`src/rtl/sif_modport_pkg.sv`:
```
// Shared types for the SIF slave: bus widths, address/data types, op kinds.
// Optional feature macro used by the top level: SIF_WR_COUNT_EN.
package sif_pkg;

    localparam int ADDR_W = 16;
    localparam int DATA_W = 16;

    typedef logic [ADDR_W-1:0] sif_addr_t;
    typedef logic [DATA_W-1:0] sif_data_t;

    typedef enum logic {
        READ,
        WRITE
    } sif_op_t;

    typedef struct packed {
        sif_op_t   op;
        sif_addr_t addr;
        sif_data_t data;
    } sif_txn_t;

    // Top address of the map, where the optional write counter lives.
    localparam sif_addr_t CNT_ADDR = '1;

endpackage

```
`src/rtl/sif_modport_if.sv`:
```
// XA (host access) and WA (write-around) signal bundle for the SIF slave.
// Master drives XA requests and consumes read data plus forwarded writes.
interface sif_modport_if;
    import sif_pkg::*;

    sif_addr_t xa_addr;
    sif_data_t xa_data_wr;
    logic      xa_wr_s;
    logic      xa_rd_s;
    sif_data_t xa_data_rd;
    sif_addr_t wa_addr;
    sif_data_t wa_data_wr;
    logic      wa_wr_s;

    modport master (
        output xa_addr,
        output xa_data_wr,
        output xa_wr_s,
        output xa_rd_s,
        input  xa_data_rd,
        input  wa_addr,
        input  wa_data_wr,
        input  wa_wr_s
    );

    modport slave (
        input  xa_addr,
        input  xa_data_wr,
        input  xa_wr_s,
        input  xa_rd_s,
        output xa_data_rd,
        output wa_addr,
        output wa_data_wr,
        output wa_wr_s
    );

endinterface

```
`src/rtl/sif_modport_regfile.sv`:
```
// Local register bank: one write port, one registered read-before-write port.
// The read port can load a substitute word for addresses outside the bank.
module sif_regfile
    import sif_pkg::*;
#(
    parameter  int DEPTH = 16,
    localparam int IW    = $clog2(DEPTH)
) (
    input  logic          clk,
    input  logic          rst,
    input  logic          we,
    input  logic [IW-1:0] waddr,
    input  sif_data_t     wdata,
    input  logic          re,
    input  logic [IW-1:0] raddr,
    input  logic          alt_en,
    input  sif_data_t     alt_data,
    output sif_data_t     rdata
);

    sif_data_t mem [DEPTH];

    // Storage: cleared on reset, otherwise written on an in-range write.
    always_ff @(posedge clk) begin
        if (rst) begin
            for (int i = 0; i < DEPTH; i++) begin
                mem[i] <= '0;
            end
        end else if (we) begin
            mem[waddr] <= wdata;
        end
    end

    // Read port: sees pre-write contents, holds value between reads.
    always_ff @(posedge clk) begin
        if (rst) begin
            rdata <= '0;
        end else if (re) begin
            rdata <= alt_en ? alt_data : mem[raddr];
        end
    end

endmodule

```
`src/rtl/sif_modport.sv`:
```
// SIF slave: local register bank on XA, every XA write forwarded on WA.
// Macro SIF_WR_COUNT_EN adds a saturating write counter read at 0xFFFF.
module sif_modport
    import sif_pkg::*;
#(
    parameter int DEPTH = 16
) (
    input  logic          clk,
    input  logic          rst,
    sif_modport_if.slave  bus
);

    localparam int IW = $clog2(DEPTH);

    logic          hit;
    logic [IW-1:0] idx;
    sif_data_t     alt_data;

    // Full-width compare: no aliasing of high addresses onto the bank.
    assign hit = bus.xa_addr < sif_addr_t'(DEPTH);
    assign idx = bus.xa_addr[IW-1:0];

`ifdef SIF_WR_COUNT_EN
    logic [15:0] wr_cnt;

    // Count accepted writes, sticking at all-ones.
    always_ff @(posedge clk) begin
        if (rst) begin
            wr_cnt <= '0;
        end else if (bus.xa_wr_s && (wr_cnt != '1)) begin
            wr_cnt <= wr_cnt + 16'd1;
        end
    end

    assign alt_data = (bus.xa_addr == CNT_ADDR) ?
                      sif_data_t'(wr_cnt) : '0;
`else
    assign alt_data = '0;
`endif

    sif_regfile #(
        .DEPTH (DEPTH)
    ) u_rf (
        .clk      (clk),
        .rst      (rst),
        .we       (bus.xa_wr_s & hit),
        .waddr    (idx),
        .wdata    (bus.xa_data_wr),
        .re       (bus.xa_rd_s),
        .raddr    (idx),
        .alt_en   (~hit),
        .alt_data (alt_data),
        .rdata    (bus.xa_data_rd)
    );

    // Write-around: one-cycle strobe, address/data hold between writes.
    always_ff @(posedge clk) begin
        if (rst) begin
            bus.wa_wr_s    <= 1'b0;
            bus.wa_addr    <= '0;
            bus.wa_data_wr <= '0;
        end else begin
            bus.wa_wr_s <= bus.xa_wr_s;
            if (bus.xa_wr_s) begin
                bus.wa_addr    <= bus.xa_addr;
                bus.wa_data_wr <= bus.xa_data_wr;
            end
        end
    end

endmodule

```
`src/flat_wrapper.sv`:
```
// flat-port wrapper written by rule: the top's interface ports become plain ports
module sif_modport_flat import sif_pkg::*;
#(
    parameter int DEPTH = 16
)
  (clk, rst, bus_xa_addr, bus_xa_data_wr, bus_xa_wr_s, bus_xa_rd_s, bus_xa_data_rd, bus_wa_addr, bus_wa_data_wr, bus_wa_wr_s);
  sif_modport_if bus_i ();
  input  logic clk;
  input  logic rst;
  input wire logic [$bits(bus_i.xa_addr)-1:0] bus_xa_addr;
  input wire logic [$bits(bus_i.xa_data_wr)-1:0] bus_xa_data_wr;
  input wire logic [$bits(bus_i.xa_wr_s)-1:0] bus_xa_wr_s;
  input wire logic [$bits(bus_i.xa_rd_s)-1:0] bus_xa_rd_s;
  output wire logic [$bits(bus_i.xa_data_rd)-1:0] bus_xa_data_rd;
  output wire logic [$bits(bus_i.wa_addr)-1:0] bus_wa_addr;
  output wire logic [$bits(bus_i.wa_data_wr)-1:0] bus_wa_data_wr;
  output wire logic [$bits(bus_i.wa_wr_s)-1:0] bus_wa_wr_s;
  assign bus_i.xa_addr = bus_xa_addr;
  assign bus_i.xa_data_wr = bus_xa_data_wr;
  assign bus_i.xa_wr_s = bus_xa_wr_s;
  assign bus_i.xa_rd_s = bus_xa_rd_s;
  assign bus_xa_data_rd = bus_i.xa_data_rd;
  assign bus_wa_addr = bus_i.wa_addr;
  assign bus_wa_data_wr = bus_i.wa_data_wr;
  assign bus_wa_wr_s = bus_i.wa_wr_s;
  sif_modport #(.DEPTH(DEPTH)) u_core (.clk(clk), .rst(rst), .bus(bus_i));
endmodule
```
`config.mk`:
```
export PLATFORM = sky130hd
export DESIGN_NAME = sif_modport_flat
export DESIGN_NICKNAME = d
export VERILOG_FILES = /design/src/rtl/sif_modport_pkg.sv /design/src/rtl/sif_modport_if.sv /design/src/rtl/sif_modport_regfile.sv /design/src/rtl/sif_modport.sv /design/src/flat_wrapper.sv
export SDC_FILE = /design/constraint.sdc
export NUM_CORES = 1
export LEC_CHECK = 0
export BUFFER_PORTS_ARGS = -buffer_cell sky130_fd_sc_hd__buf_2
export CAP_MARGIN = 20
export CORE_MARGIN = 2
export CORE_UTILIZATION = 60
export DETAILED_ROUTE_END_ITERATION = 10
export PLACE_DENSITY_LB_ADDON = 0.08
export SYNTH_ARGS = -nofsm -noshare
export SYNTH_HDL_FRONTEND = slang
export SYNTH_SLANG_ARGS = --single-unit
export TNS_END_PERCENT = 100
```
`constraint.sdc`:
```
create_clock -name clk -period 2.6 [get_ports clk]
set_input_delay 0.39 -clock clk [delete_from_list [all_inputs] [get_ports clk]]
set_output_delay 0.39 -clock clk [all_outputs]
set_load 0.02 [all_outputs]
```
==> results.py <==
metrics = {
    "status": {
        "status": "finished clean",
    },
    "synth": {
        "synth_edf_count": 256,
        "syn_avg_cell_area_um2": 13.6,
        "async_flop_share_pct": 0,
        "synth_cells": 996,
        "synth_compound_area_share_pct": 4.49,
        "muxShareOfSynthArea_pct": 12.0,
        "synth_top_family_by_area": "simple AND/OR/NAND/NOR gates",
        "yosysUniqueCellTypes": 38,
        "synth-main-ff-cell": "edfxtp_1",
        "ys_warn_count": 0,
        "syn_area_um2": 13500,
        "synth-seq-cells": 305,
        "ys_seq_area_share_pct": 64.2,
        "yosys.area_share.simple_pct": 16.9,
        "syn-num-nets": 1032,
        "synth_xor_area_share_pct": 0,
        "synthAdderAreaFrac_pct": 0,
    },
    "cts": {
        "worstSkewPairLatency_ns": 0.56,
        "clockBufferDepth": 3,
        "hold_buffers": 0,
        "cts_root_buf": "clkbuf_16",
        "cts.htree.levels": 1,
        "cts.sinks": 305,
        "cts_setup_buffers": 0,
        "cts_made_buffers": 31,
        "cts_tree": "built",
        "cts_resized": 0,
        "clk_pin_slew_ns": 0.06,
    },
    "setup_path": {
        "crit_type": "primary input to flop",
        "setup.worst_path.start_class": "primary input",
        "max_stage_delay_ns": 0.57,
        "cp_slowest_cell": "or4_4",
        "path_max_fanout": 11,
        "worstPathArrival_ns": 2.15,
        "path_cells": "buf_2, nor4_1, nand3_1, buf_4, or4_4, nor2_4, or2_2, buf_12",
        "endpoint_kind": "flop",
        "critPathRequiredTime_ns": 2.87,
    },
    "place": {
        "place_area_um2": 14600,
        "hpwl_um": 20700,
        "dp_slack_ns": 0.119,
        "io_buffers": 84,
        "dp.cells": 1349,
        "gp_congestion": 0.796,
    },
    "sta": {
        "slew_headroom_pct": 63.2,
        "holdWs_ns": 0.0962,
        "fmax_ghz": 0.532,
        "setup_tns_ns": 0,
        "period_needed_ns": 1.88,
        "skew_ns": 0.00788,
        "rsz0062_at_grt": "no",
        "post-route-period-util_pct": 72.2,
        "finalMaxSlewViolations": 0,
        "worstMarginPinSlew_ns": 0.551,
        "setup_viol_count_final": 0,
        "setup_ws_ns": 0.722,
        "hold_viol": 0,
    },
    "routing": {
        "drtIter0Drc": 588,
        "vias_per_cell": 5.77,
        "avgRoutedWirePerCell_um": 21.9,
        "ant_nets": 0,
        "num_vias": 8123,
        "drtPass1Iterations": 5,
        "finalWirelength_um": 30900,
        "route.detailed.drc": 0,
    },
    "cells_and_area": {
        "layout-drive-gt1-share_pct": 21.7,
        "synthToLayoutAreaGrowth_pct": 15.4,
        "instances_no_fill": 1407,
        "fin_util_pct": 71.0,
        "diodes": 0,
        "final_nets": 1138,
        "design_area_um2": 15600,
    },
    "global_route": {
        "antenna_found_initial": 0,
        "track_usage_pct": 26.5,
        "grt_max_degree": 51,
        "grt_pass1_vias": 8219,
        "grt_pass1_wl_um": 47500,
        "overflow": 0,
    },
    "floorplan": {
        "coreArea_um2": 22000,
        "dieWidth_um": 154,
        "pin_count": 85,
        "die_h_um": 154,
        "start_util_pct": 61.5,
        "die-area_um2": 23700,
        "num_rows": 54,
    },
    "pwr": {
        "pwr-share-clk_pct": 39.3,
        "finalPower_mw": 10.5,
        "switching_power_mw": 2.36,
        "switching_share_pct": 22.5,
        "ir_drop_mv": 0.593,
        "p_leak_nw": 6.14,
        "p_int_mw": 8.15,
        "powerDensity_nw_per_um2": 674,
        "comb_power_share_pct": 7.6,
        "pwr-share-seq_pct": 53.1,
    },
    "run": {
        "drv_cap": 0,
    },
    "min_path": {
        "min_path_type": "primary input to flop",
    },
}
## worst paths after layout
path	start	end	slack (ns)	cells after the start
worst max-delay path	bus_xa_addr[11]	u_core.u_rf.mem[3][0]	0.72	8
worst min-delay path	bus_xa_addr[13]	u_core.bus.wa_addr[13]	0.1	3
worst max register to register	u_core.u_rf.mem[2][14]	u_core.u_rf.rdata[14]	1.06	5
worst min register to register	u_core.u_rf.rdata[3]	u_core.u_rf.rdata[3]	0.45	2
## sequential cells by signal (all words and copies together), names as in the netlist
name / cells
u_core.u_rf.mem: 256
u_core.bus.wa_addr: 16
u_core.bus.wa_data_wr: 16
u_core.u_rf.rdata: 16
u_core.bus.wa_wr_s: 1
## critical path, delay by kind of cell
family	cells	cell delay [ns]
and+or+nand+nor	5	1.31
buffers and inverters	3	0.45
## cells in the final DEF (no fill, tap or decap), types with 3 or more instances in the layout
master / netlist / final
o21ai_0: 9 / 9
clkbuf_1: 38 / 7
nor2_1: 38 / 38
nand3_1: 3 / 3
nand4_1: 6 / 6
clkinv_1: 0 / 5
o22ai_1: 8 / 8
a21oi_1: 8 / 8
or2_2: 17 / 17
clkbuf_16: 0 / 32
nor2_2: 5 / 5
mux2i_1: 138 / 138
nand2b_1: 4 / 4
dfxtp_1: 49 / 49
nor4_1: 3 / 3
nand2_1: 16 / 16
buf_2: 24 / 83
and2_1: 256 / 256
a22oi_1: 49 / 49
edfxtp_1: 256 / 256
a22o_1: 9 / 9
buf_4: 2 / 44
clkbuf_8: 0 / 3
clkinv_2: 0 / 9
nor4_2: 6 / 6
nor2_4: 3 / 3
mux4_2: 3 / 3
buf_12: 0 / 17
mux2_2: 15 / 15
and3_1: 8 / 8
## cells in the mapped netlist, types with 15 or more instances
cell type  instances  area share, %
edfxtp_1         256             57
mux2_2            15            1.3
dfxtp_1           49            7.3
or2_2             17           0.79
a22oi_1           49            2.7
clkbuf_1          38            1.1
nor2_1            38            1.1
nand2_1           16           0.44
buf_2             24           0.89
and2_1           256             12
mux2i_1          138             10
## kinds of logic after synthesis
family	count (synthesis)
AO/OA/AOI/OAI	86
multiplexers	156
flip-flops	305
AND/OR/NAND/NOR	375
buffers and inverters	74
## cell type report
type / instances / area [um2]
inverter: 2 / 7.51
sequential: 305 / 8670
timing repair buffer: 145 / 1100
clock inverter: 16 / 80.1
multi-input combinational: 617 / 4510
fill: 1507 / 6370
clock buffer: 42 / 868
tap: 280 / 350
## routing by layer
metal,vias up,GRT usage (%),part of all wire [%]
met4,0,8.68,2.7
met5,-,0,0
met1,4010,36.3,42
met3,52,3.35,5.6
li1,3815,-,-
met2,246,44.5,49
## power by group through the flow
stage          Clock (mW)  Combinational [mW]  Sequential (mW)
2_1_floorplan           0               0.426             5.70
3_3_place_gp            0               0.789             5.68
3_5_place_dp            0               0.800             5.69
4_1_cts              4.18               0.802             5.59
5_1_grt              4.38               0.851             5.60
6_report             4.13               0.796             5.59
No activity file was read; power rests on OpenSTA's default activity.
